`config.mk`:
```
export PLATFORM = sky130hd
export DESIGN_NAME = pc_sequencer
export DESIGN_NICKNAME = d
export VERILOG_FILES = /design/src/rtl/isa_pkg.sv /design/src/rtl/pc_next_calc.sv /design/src/rtl/pc_sequencer.sv
export SDC_FILE = /design/constraint.sdc
export NUM_CORES = 1
export LEC_CHECK = 0
export ABC_AREA = 0
export CORE_AREA = 2 2 58 60
export CTS_CLUSTER_SIZE = 40
export DETAILED_ROUTE_END_ITERATION = 10
export DIE_AREA = 0 0 60 62
export DONT_BUFFER_PORTS = 1
export GPL_TIMING_DRIVEN = 0
export PLACE_DENSITY = 0.78
export SYNTH_ARGS = -nofsm -noshare
export SYNTH_HDL_FRONTEND = slang
export SYNTH_SLANG_ARGS = --single-unit
```
`constraint.sdc`:
```
create_clock -name clk -period 5.4 [get_ports clk]
set_clock_uncertainty 0.15 [all_clocks]
set_input_delay 0.54 -clock clk [delete_from_list [all_inputs] [get_ports clk]]
set_output_delay 0.54 -clock clk [all_outputs]
set_load 0.02 [all_outputs]
```
`src/rtl/isa_pkg.sv`:
```
// Shared ISA definitions for the single-cycle core: opcode maps and sequencer states.
// The plain map applies when prep_active=0; the prep map applies when prep_active=1.
package isa_pkg;

    // Plain opcode map
    localparam logic [2:0] OP_PREP = 3'b000;
    localparam logic [2:0] OP_ADD  = 3'b001;
    localparam logic [2:0] OP_SUB  = 3'b010;
    localparam logic [2:0] OP_ANDI = 3'b011;
    localparam logic [2:0] OP_INC  = 3'b100;
    localparam logic [2:0] OP_MOV  = 3'b101;
    localparam logic [2:0] OP_RSVD = 3'b110;
    localparam logic [2:0] OP_HALT = 3'b111;

    // Prep opcode map; 110 and 111 are illegal here
    localparam logic [2:0] OP_PMOV = 3'b000;
    localparam logic [2:0] OP_BEQ  = 3'b001;
    localparam logic [2:0] OP_LW   = 3'b010;
    localparam logic [2:0] OP_SW   = 3'b011;
    localparam logic [2:0] OP_SAVE = 3'b100;
    localparam logic [2:0] OP_PSFT = 3'b101;

    typedef enum logic [1:0] {
        StIdle,
        StRun,
        StMemWait,
        StHalted
    } seq_state_t;

endpackage

```
`src/rtl/pc_next_calc.sv`:
```
// Next-PC selection: taken branch loads the absolute target, otherwise pc+1.
// The increment wraps modulo 2^PC_W by truncation.
module pc_next_calc #(
    parameter int unsigned PC_W = 8
) (
    input  logic [PC_W-1:0] pc,
    input  logic            takeBranch,
    input  logic [PC_W-1:0] branchTarget,
    output logic [PC_W-1:0] pcNext
);

    always_comb begin
        pcNext = takeBranch ? branchTarget : pc + 1'b1;
    end

endmodule

```
`src/rtl/pc_sequencer.sv`:
```
// Program-flow controller: owns the PC, paces commit, tracks PREP state,
// resolves BEQ, stalls on data-memory handshakes and stops on HALT.
module pc_sequencer
    import isa_pkg::*;
#(
    parameter int unsigned PC_W    = 8,
    parameter int unsigned OP_LSB  = 6,
    parameter int unsigned INSTR_W = 9,
    parameter int unsigned CNT_W   = 16
) (
    input  logic               clk,
    input  logic               reset,
    input  logic               start,
    input  logic [INSTR_W-1:0] instr,
    input  logic               branch_cond,
    input  logic [PC_W-1:0]    branch_target,
    input  logic               dmem_ack,
    output logic [PC_W-1:0]    pc,
    output logic               commit,
    output logic               prep_active,
    output logic               dmem_req,
    output logic               busy,
    output logic               done,
    output logic [CNT_W-1:0]   instr_count
);

    seq_state_t        state, stateNext;
    logic [PC_W-1:0]   pcD, pcNext;
    logic              prepD, reqD, doneD;
    logic [CNT_W-1:0]  countD, countInc;
    logic [2:0]        op;
    logic              isMem, isBranch, isHalt;
    logic              unusedInstrBits;

    assign op              = instr[OP_LSB+2:OP_LSB];
    assign unusedInstrBits = ^instr;

    // Illegal opcodes need no decode: they fall through as committing NOPs and the
    // prep update below clears prep_active for the prep-map illegals.
    assign isMem    = prep_active & ((op == OP_LW) | (op == OP_SW));
    assign isBranch = prep_active & (op == OP_BEQ);
    assign isHalt   = !prep_active & (op == OP_HALT);

    assign countInc = (instr_count == {CNT_W{1'b1}}) ? instr_count : instr_count + 1'b1;
    assign busy     = (state == StRun) | (state == StMemWait);

    pc_next_calc #(
        .PC_W (PC_W)
    ) uPcNext (
        .pc           (pc),
        .takeBranch   (isBranch & branch_cond),
        .branchTarget (branch_target),
        .pcNext       (pcNext)
    );

    always_comb begin
        stateNext = state;
        pcD       = pc;
        prepD     = prep_active;
        reqD      = dmem_req;
        doneD     = done;
        countD    = instr_count;
        commit    = 1'b0;
        case (state)
            StIdle: begin
                if (start) begin
                    stateNext = StRun;
                    pcD       = '0;
                    countD    = '0;
                end
            end
            StRun: begin
                if (isMem) begin
                    stateNext = StMemWait;
                    reqD      = 1'b1;
                end else begin
                    commit = 1'b1;
                    countD = countInc;
                    prepD  = prep_active ? (op == OP_PSFT) : (op == OP_PREP);
                    if (isHalt) begin
                        stateNext = StHalted;
                        doneD     = 1'b1;
                    end else begin
                        pcD = pcNext;
                    end
                end
            end
            StMemWait: begin
                if (dmem_ack) begin
                    commit    = 1'b1;
                    stateNext = StRun;
                    reqD      = 1'b0;
                    pcD       = pcNext;
                    prepD     = 1'b0;
                    countD    = countInc;
                end
            end
            StHalted: begin
                if (start) begin
                    stateNext = StRun;
                    pcD       = '0;
                    doneD     = 1'b0;
                    countD    = '0;
                    prepD     = 1'b0;
                end
            end
            default: stateNext = StIdle;
        endcase
    end

    always_ff @(posedge clk) begin
        if (reset) begin
            state       <= StIdle;
            pc          <= '0;
            prep_active <= 1'b0;
            dmem_req    <= 1'b0;
            done        <= 1'b0;
            instr_count <= '0;
        end else begin
            state       <= stateNext;
            pc          <= pcD;
            prep_active <= prepD;
            dmem_req    <= reqD;
            done        <= doneD;
            instr_count <= countD;
        end
    end

endmodule

```
Word-level counts from Yosys, hierarchy flattened. Index checks and enable logic that the tools add are counted.

Reductions and logical operators: 13. $add $sub $neg: 2. Multiplexer cells: 29. Bitwise operators: 6. Equal/unequal tests: 17.

Operators with widths (count): $mux W16 (4); $pmux W16 S3 (1); $mux W8 (5); $pmux W8 S3 (1); $add A16 B1 Y16 const B (1); $eq A16 B16 Y1 const B (1); $ne A2 B2 Y1 const B (6); $reduce_and A4 Y1 (3); $mux W1 (9); $reduce_and A3 Y1 (3); $add A8 B1 Y8 const B (1); $mux W2 (4); $eq A3 B2 Y1 const B (2); $eq A3 B3 Y1 const B (2); $pmux W1 S2 (3); $pmux W2 S3 (1); $and A1 B1 Y1 (4); $eq A2 B2 Y1 const B (2); $reduce_bool A2 Y1 (2); $eq A3 B1 Y1 const B (1); $logic_not A3 Y1 (1); $ne A3 B3 Y1 const B (1); $pmux W1 S3 (1); $reduce_bool A3 Y1 (1); other kinds (6) (7).

Register bits: 29. Input port bits: 22.

Depth between registers and ports, before layout.
Depth in word-level cells: 7. Mapped depth: 8. Mapped depth without buffers: 7.

Hierarchy. Synthesis repeated with hierarchy kept, for this count alone.

Cell total of the unflattened synthesis: 232. Area, all modules: 1824.2 µm².

By module, submodules not included: pc_sequencer (area an instance 1624.1 µm², seq. area each 580.6 µm², instances 1, cells each 199); pc_next_calc (area an instance 200.2 µm², seq. area each 0.0 µm², instances 1, cells each 33).

Worst setup path before layout. No wires, ideal clock.

Kind: reg2reg. Start: register state[0]. End: register instr_count[3]. Path slack: 3.386 ns. Stages on the path, launching flop included: 8. Data arrival time: 1.790 ns. Library setup time: 0.074 ns. Data required time: 5.176 ns. Buffers on the path: 0. Path through: dfxtp_1 inv_1 ha_1 nand2b_1 nand3_4 nor2_4 or4b_1 a31oi_1.

Longest elaborated chain between the ends: 4.

RTL lines: from (decl) (RTL line pc_sequencer.sv:27) `seq_state_t state, stateNext;`; from (signal assigned) (RTL line pc_sequencer.sv:113) `state <= StIdle;`; from (signal assigned) (RTL line pc_sequencer.sv:120) `state <= stateNext;`; $eq A2 B2 Y1 / $logic_not A2 Y1 (equally long branches) (RTL line pc_sequencer.sv:64) `case (state)`; $reduce_or A2 Y1 (no source line); $ne A2 B1 Y1 (no source line); $reduce_and A3 Y1 (no source line); to (signal assigned) (RTL line pc_sequencer.sv:125) `instr_count <= countD;`; to (decl) (RTL line pc_sequencer.sv:24) `output logic [CNT_W-1:0] instr_count`.

Parallel ways exist; a longest one is shown, timed or not. A chain may end at the register's enable or synchronous reset.

Worst setup path in the final report.
Start: register state[0]. End: output commit.

Longest elaborated chain between the ends: 2.

RTL lines: $eq A2 B2 Y1 / $eq A2 B1 Y1 (equally long branches) (RTL line pc_sequencer.sv:64); $pmux W1 S2 (*) (RTL line pc_sequencer.sv:64); to (decl) (RTL line pc_sequencer.sv:19) `output logic commit,`.

Mark *: on every way between the ends. The rest lies on a longest branch, timed or not.

==> flow_summary.toml <==
[setup_path]
cp.arrival_ps = 1890
end_kind = "output pin"
cp-startpoint = "state[0]"
crit_chain = "inv_1 -> ha_1 -> clkbuf_1 -> nor2_1"
r2r-end = "instr_count[13]"
crit_fanout = 10
crit_path_start_kind = "register"
reg2regPathDepth = 6
crit_required_ps = 4710
slowest_delay_ps = 460
slowest_stage = "ha_1"
r2r_slack_ps = 2960
worstReg2RegStart = "state[0]"
path_class = "reg2out"

[route]
routed_wl_um = 4450
final_antenna_net_count = 0
wl_per_cell_um = 15.7
remaining_drc_errors = 0
vias = 1775
drtIter0Drc = 205
vias_per_cell = 6.27
dr.pass1.iters = 5

[logic_synthesis]
synth.distinct_cells = 48
yosysTopAreaCell = "dfxtp_1"
synth-warning-count = 0
seq_area_frac_synth = 0.328
ys_top_cells_by_area = "dfxtp_1, a21oi_1, nand3_1, nand2_1, nor3_1"
synth-seq-cells = 29
synth_area_per_cell_um2 = 7.70
netlist_instances = 230
yosysTopAreaCellShare = 0.328
synthFlopType = "dfxtp_1"
synth_nets = 257
synth_edf_count = 0
ys_async_sr_fraction = 0
syn_area_um2 = 1770

[finish]
fin_util = 0.592
fin_nets = 264
finalInstanceArea_um2 = 1880
num_antenna_cells = 0
syn2layout_area_growth_pct = 6.36
drive_above_1_share = 0.0802
n_fill_cell = 297
finalNonFillerCells = 283

[place]
port-buffer-count = 0
placed_area_um2 = 1830
gp_congestion = 0.892
dp.cells = 276
hpwl_um = 3200

[global_routing]
grt_pass1_vias = 1584
antenna_found_initial = 0
grt.overflow.total = 0
track_usage = 0.261
grt_pass1_wl_um = 7320
grt_max_degree = 11

[pwr]
cellPowerDensity_nw_per_um2 = 334
leakagePower_nw = 0.628
vdd_drop_max_uv = 192

[worst_hold_path]
hold_start = "branch_target[3]"
holdPathEnd = "pc[3]"
hold_depth = 2
hold_class = "in2reg"

[sta]
setup_violations = 0
tightest_slew_ps = 516
slew_headroom = 0.656
setup_tns_ps = 0
fin_crit_sh = 0.478
slew_violations = 0
fmax_ghz = 0.387
period_needed_ps = 2580
rsz0062_at_grt = "no"
hold_viol_final = 0

[clock_tree]
clk_pin_slew_ps = 90
cts_made_buffers = 5
worst_skew_pair.late_latency_ps = 330
hold_buffers = 0
htree_levels = 2
cts_tree = "built"
clockRootBuffer = "clkbuf_4"
post_cts_resized = 0
cts_num_sinks = 29
clk_path_buf_depth = 2
post-cts-setup-buffers = 0

[run_status]
status = "completed"

[floorplan]
die_w_um = 60
dieHeight_um = 62
die_area_um2 = 3720
initial_core_util = 0.557
core_um2 = 3180
ioPinCount = 51
rows = 21

[run]
max-cap-violations = 0
-- flip-flops by register name, indices dropped and copies added, names as in the netlist --
| signal | cells |
|---|---|
| state | 2 |
| dmem_req | 1 |
| pc | 8 |
| prep_active | 1 |
| done | 1 |
| instr_count | 16 |
-- worst max-delay path: cells and delay by family, from the launching register on --
kind | cells | cell delay, ps
buffers and inverters | 2 | 490
adder cells (fa/ha/maj) | 1 | 460
flip-flops | 1 | 400
AND/OR/NAND/NOR | 1 | 220
-- worst max-delay path by stage --
stage | end | slack, ps
2_1_floorplan | instr_count[3] | 3390
3_3_place_gp | instr_count[13] | 3030
3_5_place_dp | instr_count[13] | 3030
4_1_cts | commit | 2810
5_1_grt | commit | 2680
6_report | commit | 2820
-- where the power goes --
part | total (mW) | internal [mW] | switching, mW
Combinational | 0.233 | 0.0758 | 0.157
Sequential | 0.260 | 0.228 | 0.0316
Clock | 0.136 | 0.0614 | 0.0745
Total | 0.628 | 0.365 | 0.263
-- cell families after synthesis --
group                    synth area share
multiplexers                       0.0127
buffers and inverters              0.0297
XOR/XNOR                          0.00990
flip-flops                          0.328
adder cells (fa/ha/maj)            0.0353
AO/OA/AOI/OAI                       0.239
AND/OR/NAND/NOR                     0.346
-- stage by stage --
stage	hold WS (ps)	power, mW	worst slack (ps)
6_report	251	0.628	2820
5_1_grt	236	0.679	2680
4_1_cts	245	0.631	2810
3_5_place_dp	385	0.494	3030
3_3_place_gp	372	0.495	3030
2_1_floorplan	356	0.444	3390
-- per-layer routing --
layer | track usage | share of wire | vias up
met1 | 0.336 | 0.46 | 820
met2 | 0.422 | 0.45 | 60
met5 | 0 | 0 | -
met3 | 0.0787 | 0.072 | 8
met4 | 0.0794 | 0.014 | 0
li1 | - | - | 887
-- cell usage after synthesis, types with 2 or more instances --
master,count
dfxtp_1,29
o21ai_0,9
nand2b_1,3
nand3_1,18
nor3_1,13
a311oi_1,2
o211ai_1,3
and4_1,2
nand4b_1,3
ha_1,5
o21ai_1,13
and2_1,4
nor2_1,16
nor4_1,2
o31ai_1,2
or4_1,2
inv_1,5
a41oi_1,3
and3_1,6
nand2_1,18
a211o_1,2
a31oi_1,3
nand3b_1,4
mux2_2,2
a21oi_1,26
buf_2,3
nand4_1,5
a211oi_1,3
xor2_1,2
clkbuf_1,4
-- final cells by class --
type	count	area, um^2	share of cell area
Buffer	7	30.0	0.0159
Inverter	6	22.5	0.0120
Tap cell	46	57.6	0.0306
Sequential cell	29	581	0.308
Clock buffer	7	55.1	0.0292
Multi-Input combinational cell	188	1140	0.604
-- layout by cell type (no fill, tap or decap), types with 2 or more instances in the layout --
cell type	netlist	routed
and4_1	2	2
inv_1	5	5
clkbuf_1	4	5
and3_1	6	6
nand3_1	18	18
buf_2	3	3
a31oi_1	3	3
nor2_1	16	16
xor2_1	2	2
nand4_1	5	5
clkbuf_4	0	5
nor3_1	13	13
a211o_1	2	2
ha_1	5	5
nand2b_1	3	3
o21ai_1	13	13
o21ai_0	9	9
a311oi_1	2	2
and2_1	4	4
nand2_1	18	18
a21oi_1	26	26
or4_1	2	2
a211oi_1	3	3
o211ai_1	3	3
dfxtp_1	29	29
mux2_2	2	2
nand3b_1	4	4
nor4_1	2	2
nand4b_1	3	3
a41oi_1	3	3
o31ai_1	2	2
(Power assumes the default switching activity.)
